### config.mk
export PLATFORM = sky130hd
export DESIGN_NAME = ram_dp_sync_be
export DESIGN_NICKNAME = d
export VERILOG_FILES = /design/src/rtl/ram_dp_pkg.sv /design/src/rtl/ram_dp_rd_pipe.sv /design/src/rtl/ram_dp_sync_be.sv
export SDC_FILE = /design/constraint.sdc
export NUM_CORES = 1
export LEC_CHECK = 0
export ABC_CLOCK_PERIOD_IN_PS = 4600
export CAP_MARGIN = 20
export CORE_MARGIN = 3
export CORE_UTILIZATION = 27
export CTS_BUF_LIST = sky130_fd_sc_hd__clkbuf_16
export CTS_CLUSTER_DIAMETER = 100
export DETAILED_ROUTE_END_ITERATION = 12
export HOLD_SLACK_MARGIN = 0.08
export PLACE_DENSITY = 0.43
export SETUP_SLACK_MARGIN = 0.2
export SLEW_MARGIN = 20
export SYNTH_ARGS = -nofsm -noshare
export SYNTH_HDL_FRONTEND = slang
export SYNTH_SLANG_ARGS = --single-unit
### constraint.sdc
create_clock -name clk -period 4.6 [get_ports clk]
set_input_delay 0.92 -clock clk [delete_from_list [all_inputs] [get_ports clk]]
set_output_delay 0.92 -clock clk [all_outputs]
set_load 0.1 [all_outputs]
### src/rtl/ram_dp_pkg.sv
// Shared definitions for the byte-enabled dual-port RAM: read-during-write
// mode codes, a byte-count helper and the byte-merge function used for the
// write-first bypass.
package ram_dp_pkg;

    localparam int READ_FIRST  = 0;
    localparam int WRITE_FIRST = 1;

    // Widest word the merge helper handles; callers zero-extend into it.
    localparam int MAX_BYTES = 8;
    localparam int MAX_WIDTH = MAX_BYTES * 8;

    // Number of byte lanes in a word of the given width.
    function automatic int bytes_of(input int data_width);
        return data_width / 8;
    endfunction

    // Byte-wise merge: lanes with be set take new_word, the rest keep old_word.
    function automatic logic [MAX_WIDTH-1:0] merge(
        input logic [MAX_WIDTH-1:0] old_word,
        input logic [MAX_WIDTH-1:0] new_word,
        input logic [MAX_BYTES-1:0] be
    );
        logic [MAX_WIDTH-1:0] res;
        res = old_word;
        for (int k = 0; k < MAX_BYTES; k++) begin
            res[k*8 +: 8] = be[k] ? new_word[k*8 +: 8] : old_word[k*8 +: 8];
        end
        return res;
    endfunction

endpackage

### src/rtl/ram_dp_rd_pipe.sv
// Read-return staging for one RAM port: one register stage (latency 1) or
// two (latency 2). rdata only moves when a valid word passes through, so it
// holds the last returned value while rvalid is low.
module ram_dp_rd_pipe
    import ram_dp_pkg::*;
#(
    parameter int DATA_WIDTH = 8,
    parameter int OUT_REG    = 0
) (
    input  logic                  clk,
    input  logic                  rst_n,
    input  logic                  in_valid,
    input  logic [DATA_WIDTH-1:0] in_data,
    output logic                  rvalid,
    output logic [DATA_WIDTH-1:0] rdata
);

    logic                  v1_r;
    logic [DATA_WIDTH-1:0] d1_r;

    // First stage: capture the word read from the array this cycle.
    always_ff @(posedge clk or negedge rst_n) begin
        if (!rst_n) begin
            v1_r <= 1'b0;
            d1_r <= '0;
        end else begin
            v1_r <= in_valid;
            if (in_valid) begin
                d1_r <= in_data;
            end else begin
                d1_r <= d1_r;
            end
        end
    end

    generate
        if (OUT_REG != 0) begin : g_two_stage
            logic                  v2_r;
            logic [DATA_WIDTH-1:0] d2_r;

            // Second stage: extra output register for timing.
            always_ff @(posedge clk or negedge rst_n) begin
                if (!rst_n) begin
                    v2_r <= 1'b0;
                    d2_r <= '0;
                end else begin
                    v2_r <= v1_r;
                    if (v1_r) begin
                        d2_r <= d1_r;
                    end else begin
                        d2_r <= d2_r;
                    end
                end
            end

            assign rvalid = v2_r;
            assign rdata  = d2_r;
        end else begin : g_one_stage
            assign rvalid = v1_r;
            assign rdata  = d1_r;
        end
    endgenerate

endmodule

### src/rtl/ram_dp_sync_be.sv
// True dual-port synchronous RAM with per-byte write enables, selectable
// read-during-write behaviour, optional output register, and registered
// collision / out-of-range pulses. The array itself is never reset.
module ram_dp_sync_be
    import ram_dp_pkg::*;
#(
    parameter int ADDR_WIDTH = 4,
    parameter int DEPTH      = 16,
    parameter int DATA_WIDTH = 8,
    parameter int READ_MODE  = 0,
    parameter int OUT_REG    = 0
) (
    input  logic                    clk,
    input  logic                    rst_n,
    input  logic                    cs_0,
    input  logic                    we_0,
    input  logic [DATA_WIDTH/8-1:0] be_0,
    input  logic [ADDR_WIDTH-1:0]   addr_0,
    input  logic [DATA_WIDTH-1:0]   wdata_0,
    output logic [DATA_WIDTH-1:0]   rdata_0,
    output logic                    rvalid_0,
    input  logic                    cs_1,
    input  logic                    we_1,
    input  logic [DATA_WIDTH/8-1:0] be_1,
    input  logic [ADDR_WIDTH-1:0]   addr_1,
    input  logic [DATA_WIDTH-1:0]   wdata_1,
    output logic [DATA_WIDTH-1:0]   rdata_1,
    output logic                    rvalid_1,
    output logic                    coll,
    output logic                    oor_0,
    output logic                    oor_1
);

    localparam int BYTES = bytes_of(DATA_WIDTH);
    localparam logic [ADDR_WIDTH:0] DEPTH_C = (ADDR_WIDTH + 1)'(DEPTH);

    logic [DATA_WIDTH-1:0] mem_r [0:DEPTH-1];

    // run_r stays low for the first edge after reset release so that an
    // access presented on that edge is ignored.
    logic run_r;
    logic coll_r;
    logic oor_0_r;
    logic oor_1_r;

    logic                  in_rng_0_s;
    logic                  in_rng_1_s;
    logic                  wr_0_s;
    logic                  wr_1_s;
    logic                  rd_0_s;
    logic                  rd_1_s;
    logic                  same_addr_s;
    logic [DATA_WIDTH-1:0] old_0_s;
    logic [DATA_WIDTH-1:0] old_1_s;
    logic [DATA_WIDTH-1:0] merged_0_s;
    logic [DATA_WIDTH-1:0] merged_1_s;
    logic [DATA_WIDTH-1:0] rd_data_0_s;
    logic [DATA_WIDTH-1:0] rd_data_1_s;

    assign in_rng_0_s  = ({1'b0, addr_0} < DEPTH_C);
    assign in_rng_1_s  = ({1'b0, addr_1} < DEPTH_C);
    assign wr_0_s      = run_r & cs_0 & we_0 & in_rng_0_s;
    assign wr_1_s      = run_r & cs_1 & we_1 & in_rng_1_s;
    assign rd_0_s      = run_r & cs_0 & ~we_0;
    assign rd_1_s      = run_r & cs_1 & ~we_1;
    assign same_addr_s = (addr_0 == addr_1);

    // Fetch the stored words; out-of-range reads return zero.
    always_comb begin
        old_0_s = '0;
        old_1_s = '0;
        if (in_rng_0_s) begin
            old_0_s = mem_r[addr_0];
        end else begin
            old_0_s = '0;
        end
        if (in_rng_1_s) begin
            old_1_s = mem_r[addr_1];
        end else begin
            old_1_s = '0;
        end
    end

    // Word a reader would see if the other port's write landed first.
    assign merged_0_s = DATA_WIDTH'(merge(MAX_WIDTH'(old_0_s), MAX_WIDTH'(wdata_1), MAX_BYTES'(be_1)));
    assign merged_1_s = DATA_WIDTH'(merge(MAX_WIDTH'(old_1_s), MAX_WIDTH'(wdata_0), MAX_BYTES'(be_0)));

    // Bypass mux: in write-first mode a read hitting the other port's write
    // returns the merged word, otherwise the pre-write contents.
    always_comb begin
        rd_data_0_s = old_0_s;
        rd_data_1_s = old_1_s;
        if ((READ_MODE == WRITE_FIRST) && wr_1_s && same_addr_s) begin
            rd_data_0_s = merged_0_s;
        end else begin
            rd_data_0_s = old_0_s;
        end
        if ((READ_MODE == WRITE_FIRST) && wr_0_s && same_addr_s) begin
            rd_data_1_s = merged_1_s;
        end else begin
            rd_data_1_s = old_1_s;
        end
    end

    // Array write with arbitration: port 0 owns every byte it enables on a
    // shared address; port 1 still lands the bytes port 0 leaves alone.
    always_ff @(posedge clk) begin
        for (int k = 0; k < BYTES; k++) begin
            if (wr_1_s && be_1[k] && !(wr_0_s && be_0[k] && same_addr_s)) begin
                mem_r[addr_1][k*8 +: 8] <= wdata_1[k*8 +: 8];
            end
            if (wr_0_s && be_0[k]) begin
                mem_r[addr_0][k*8 +: 8] <= wdata_0[k*8 +: 8];
            end
        end
    end

    // Run enable and one-cycle status pulses, aligned with latency-1 data.
    always_ff @(posedge clk or negedge rst_n) begin
        if (!rst_n) begin
            run_r   <= 1'b0;
            coll_r  <= 1'b0;
            oor_0_r <= 1'b0;
            oor_1_r <= 1'b0;
        end else begin
            run_r   <= 1'b1;
            coll_r  <= wr_0_s & wr_1_s & same_addr_s;
            oor_0_r <= run_r & cs_0 & ~in_rng_0_s;
            oor_1_r <= run_r & cs_1 & ~in_rng_1_s;
        end
    end

    assign coll  = coll_r;
    assign oor_0 = oor_0_r;
    assign oor_1 = oor_1_r;

    ram_dp_rd_pipe #(
        .DATA_WIDTH (DATA_WIDTH),
        .OUT_REG    (OUT_REG)
    ) u_rd_pipe_0 (
        .clk      (clk),
        .rst_n    (rst_n),
        .in_valid (rd_0_s),
        .in_data  (rd_data_0_s),
        .rvalid   (rvalid_0),
        .rdata    (rdata_0)
    );

    ram_dp_rd_pipe #(
        .DATA_WIDTH (DATA_WIDTH),
        .OUT_REG    (OUT_REG)
    ) u_rd_pipe_1 (
        .clk      (clk),
        .rst_n    (rst_n),
        .in_valid (rd_1_s),
        .in_data  (rd_data_1_s),
        .rvalid   (rvalid_1),
        .rdata    (rdata_1)
    );

endmodule
==> results.json <==
{
  "area_enclosed_by_the_die_boundary_um2": 34400,
  "grt.overflow.total": 0,
  "netlist_area_um2": 8710,
  "clkLatencyLatePin_ns": 0.43,
  "final.setup.tns_ns": 0,
  "critPathSlowestCell": "sky130_fd_sc_hd__o41ai_2",
  "fin_crit_ns": 3.39,
  "final.period_utilization_pct": 73.6,
  "final_layout_size_suffix_gt1_share_pct": 38.9,
  "detailedRoute.firstPassIterationCount": 5,
  "hold_buf_cts": 0,
  "detailedPlace.worstSlack_ns": 0.763,
  "status": "finished, final reports clean",
  "start_util_pct": 27.5,
  "totalWireLength_um": 31100,
  "vias_post_dr": 6033,
  "setup.worst_path.end_class": "flip-flop",
  "ys_ff_latch": 148,
  "max_cap_viol_count": 0,
  "yosys.area.top_type_share_pct": 44.1,
  "post-cts-setup-buffers": 0,
  "clock_tree_sinks": 148,
  "clock.fmax_ghz": 0.295,
  "final_cell_area_um2": 10300,
  "power.internal_uw": 2660,
  "dpl_cell_area_um2": 9670,
  "hold_ws_ns": 0.481,
  "antenna_cells_inserted": 0,
  "register_area_share_after_synthesis_pct": 49.9,
  "globalRouteMet2Util_pct": 29.1,
  "drt_drc_violations_left": 0,
  "ant_nets": 0,
  "floorplan.rows": 65,
  "post_synth_inst_count": 618,
  "number_of_global_route_vias_before_repair": 6086,
  "pwr-share-clk_pct": 42.1,
  "hpwl_um": 21500,
  "netSwitchingPower_uw": 1090,
  "synth_area_per_cell_um2": 14.1,
  "setup_viol_count_final": 0,
  "post_synth_num_cell_types": 46,
  "cts_tree": "built",
  "synth.largest_area_cell": "sky130_fd_sc_hd__edfxtp_1",
  "grt_setup_unrepaired": "no",
  "ordered_cell_list_for_the_critical_path": "clkdlybuf4s50_1 > buf_4 > xnor2_1 > nand4_1 > nor2_1 > buf_4 > o41ai_2",
  "clk_path_buf_depth": 2,
  "power-per-cell-area_nw_per_um2": 364,
  "finalHoldViolCount": 0,
  "tightest_slew_ns": 1.10,
  "first_iter_violations": 750,
  "io_buffers": 50,
  "sw_frac_of_total_pct": 29.1,
  "timing.critical_path.required_ns": 4.65,
  "gr-usage-met3_pct": 4.10,
  "grt_first_pass_wirelength_um": 44900,
  "power_frac_seq_pct": 40.5,
  "worstSetupStartpointType": "input pin",
  "final_core_utilization_pct": 32.6,
  "core-area_um2": 31600,
  "worstPathBufferInverterCount": 3,
  "final.setup.worst_slack_ns": 1.21,
  "timing.slew.headroom_pct": 26.1,
  "fp.dieH_um": 186,
  "route.detailed.vias_per_inst": 5.66,
  "setup.worst_path.class": "input pin to flip-flop",
  "max_stage_delay_ns": 0.98,
  "crit_top_cell": "sky130_fd_sc_hd__buf_4",
  "final-max-slew-violation-count": 0,
  "die_x_um": 186,
  "top_usage_layer": "met2",
  "peakVddDrop_mv": 0.241,
  "area_delta_synth_final_pct": 18.5,
  "worst-endpoint-arrival_ns": 3.44,
  "grt_use_met1_pct": 25.9,
  "antenna_found_initial": 0,
  "finClkSkew_ns": 0.00786,
  "n_fill_cell": 3080,
  "cts.reportedPaths.clkPinSlew_ns": 0.07,
  "share_comb_of_total_power_pct": 17.4,
  "wl_per_cell_um": 29.2,
  "cts_repair_resize_count": 0,
  "synth_warnings": 0,
  "grt_usage_pct": 18.4,
  "power_leakage_uw": 0.00354,
  "synthTopCellsByArea": "sky130_fd_sc_hd__edfxtp_1 (44%), sky130_fd_sc_hd__mux2_2 (18%), sky130_fd_sc_hd__mux4_2 (8.8%)",
  "cts-buffers-inserted": 17,
  "pin_count_of_the_biggest_net_entering_global_routing": 35,
  "h-tree-depth": 4,
  "design.final.nets": 683,
  "num_io_pins": 53,
  "worst_hold_path_type": "input pin to async pin",
  "critPathMaxFanout": 21,
  "globalplace.congestion": 0.870,
  "ctsRootBufferMaster": "sky130_fd_sc_hd__clkbuf_16",
  "crit_path_leading_delay_family": "compound AO/OA/AOI/OAI gates"
}
## cell type report
type	count	area (um^2)	area share (%)
inverters	3	11.3	0.109
clock buffers	17	425	4.12
repair buffers	69	618	5.99
well taps	402	503	4.88
multi-input cells	412	4190	40.6
flip-flops and latches	148	4340	42.1
clock inverters	15	228	2.21
## power by group through the flow
stage / Sequential, uW / Clock [uW] / Combinational [uW]
3_5_place_dp: 1550 / 0 / 651
6_report: 1520 / 1580 / 652
3_3_place_gp: 1550 / 0 / 646
4_1_cts: 1520 / 1590 / 652
5_1_grt: 1520 / 1650 / 680
2_1_floorplan: 1740 / 0 / 244
## per-stage QoR
stage / instances / total power [uW]
after floorplan: 619 / 1980
after global placement: 1034 / 2190
after detailed placement: 1034 / 2200
after CTS: 1066 / 3770
after global routing: 1066 / 3860
final: 1066 / 3750
## per-layer routing
| layer | up-vias | part of all wire [%] |
|---|---|---|
| li1 | 2548 | - |
| met1 | 3202 | 45 |
| met2 | 248 | 46 |
| met3 | 35 | 6.5 |
| met4 | 0 | 1.6 |
| met5 | - | 0 |
## placed cells by master (no fill, tap or decap), drive strengths merged, types with 6 or more instances in the layout
master / count
clkdlybuf4s50: 45
nand2: 23
nor3: 18
nor2: 21
edfxtp: 128
mux2: 138
o32ai: 7
o221ai: 6
buf: 24
clkbuf: 17
inv: 7
dfrtp: 20
mux4: 34
o22ai: 8
nand4: 6
a31oi: 11
o41ai: 12
nand3: 22
mux2i: 55
## Yosys cell counts (all sizes together)
master  instances
nand3b          3
o221ai          6
clkinv          1
nand2b          5
nor3b           2
a221oi          3
nand3          22
o31ai           4
dfrtp          20
o22a            3
nor2b           5
or2             2
a31oi          11
a211oi          4
buf            30
o21ai           3
o32a            2
o41ai          12
and2            1
nand4           6
o21bai          1
nand2          23
o22ai           8
a21oi           4
nor2           21
conb            2
edfxtp        128
clkbuf         26
or3b            2
o32ai           7
xnor2           4
nor3           18
mux4           34
mux2i          55
inv             2
mux2          138
## worst register-to-register path: stages, from the launching register on
cell,delay (ns)
sky130_fd_sc_hd__dfrtp_1,0.45
sky130_fd_sc_hd__nand4_1,0.11
sky130_fd_sc_hd__buf_4,0.23
sky130_fd_sc_hd__o21bai_1,0.31
sky130_fd_sc_hd__o41ai_2,0.97
## logic make-up (layout without fill, tap and decap cells)
| logic type | Yosys count | in the layout | share of synthesized area, % |
|---|---|---|---|
| xor+xnor | 4 | 4 | 0.402 |
| mux | 227 | 227 | 33.0 |
| other cells | 2 | 3 | 0.0863 |
| buf+inv | 59 | 104 | 3.22 |
| compound gates | 68 | 68 | 5.89 |
| simple gates | 110 | 110 | 7.54 |
| flops | 148 | 148 | 49.9 |
## flip-flops by register name (all words and copies together) (netlist names)
register	cells
mem_r	128
u_rd_pipe_0.rdata	8
u_rd_pipe_1.rdata	8
coll	1
run_r	1
u_rd_pipe_0.rvalid	1
u_rd_pipe_1.rvalid	1
## final timing paths
path	startpoint	endpoint	slack, ns	cells after the start
setup reg to reg	run_r	mem_r[4][1]	2.14	4
hold reg to reg	u_rd_pipe_0.rdata[6]	u_rd_pipe_0.rdata[6]	0.52	1
min in group clk	u_rd_pipe_0.rdata[6]	u_rd_pipe_0.rdata[6]	0.52	1
setup / recovery	addr_1[2]	mem_r[0][5]	1.21	7
hold / removal	rst_n	u_rd_pipe_1.rvalid	0.48	1
max in group asynchronous	rst_n	u_rd_pipe_0.rdata[6]	3.72	1
Power figures use the tool's default switching activity.
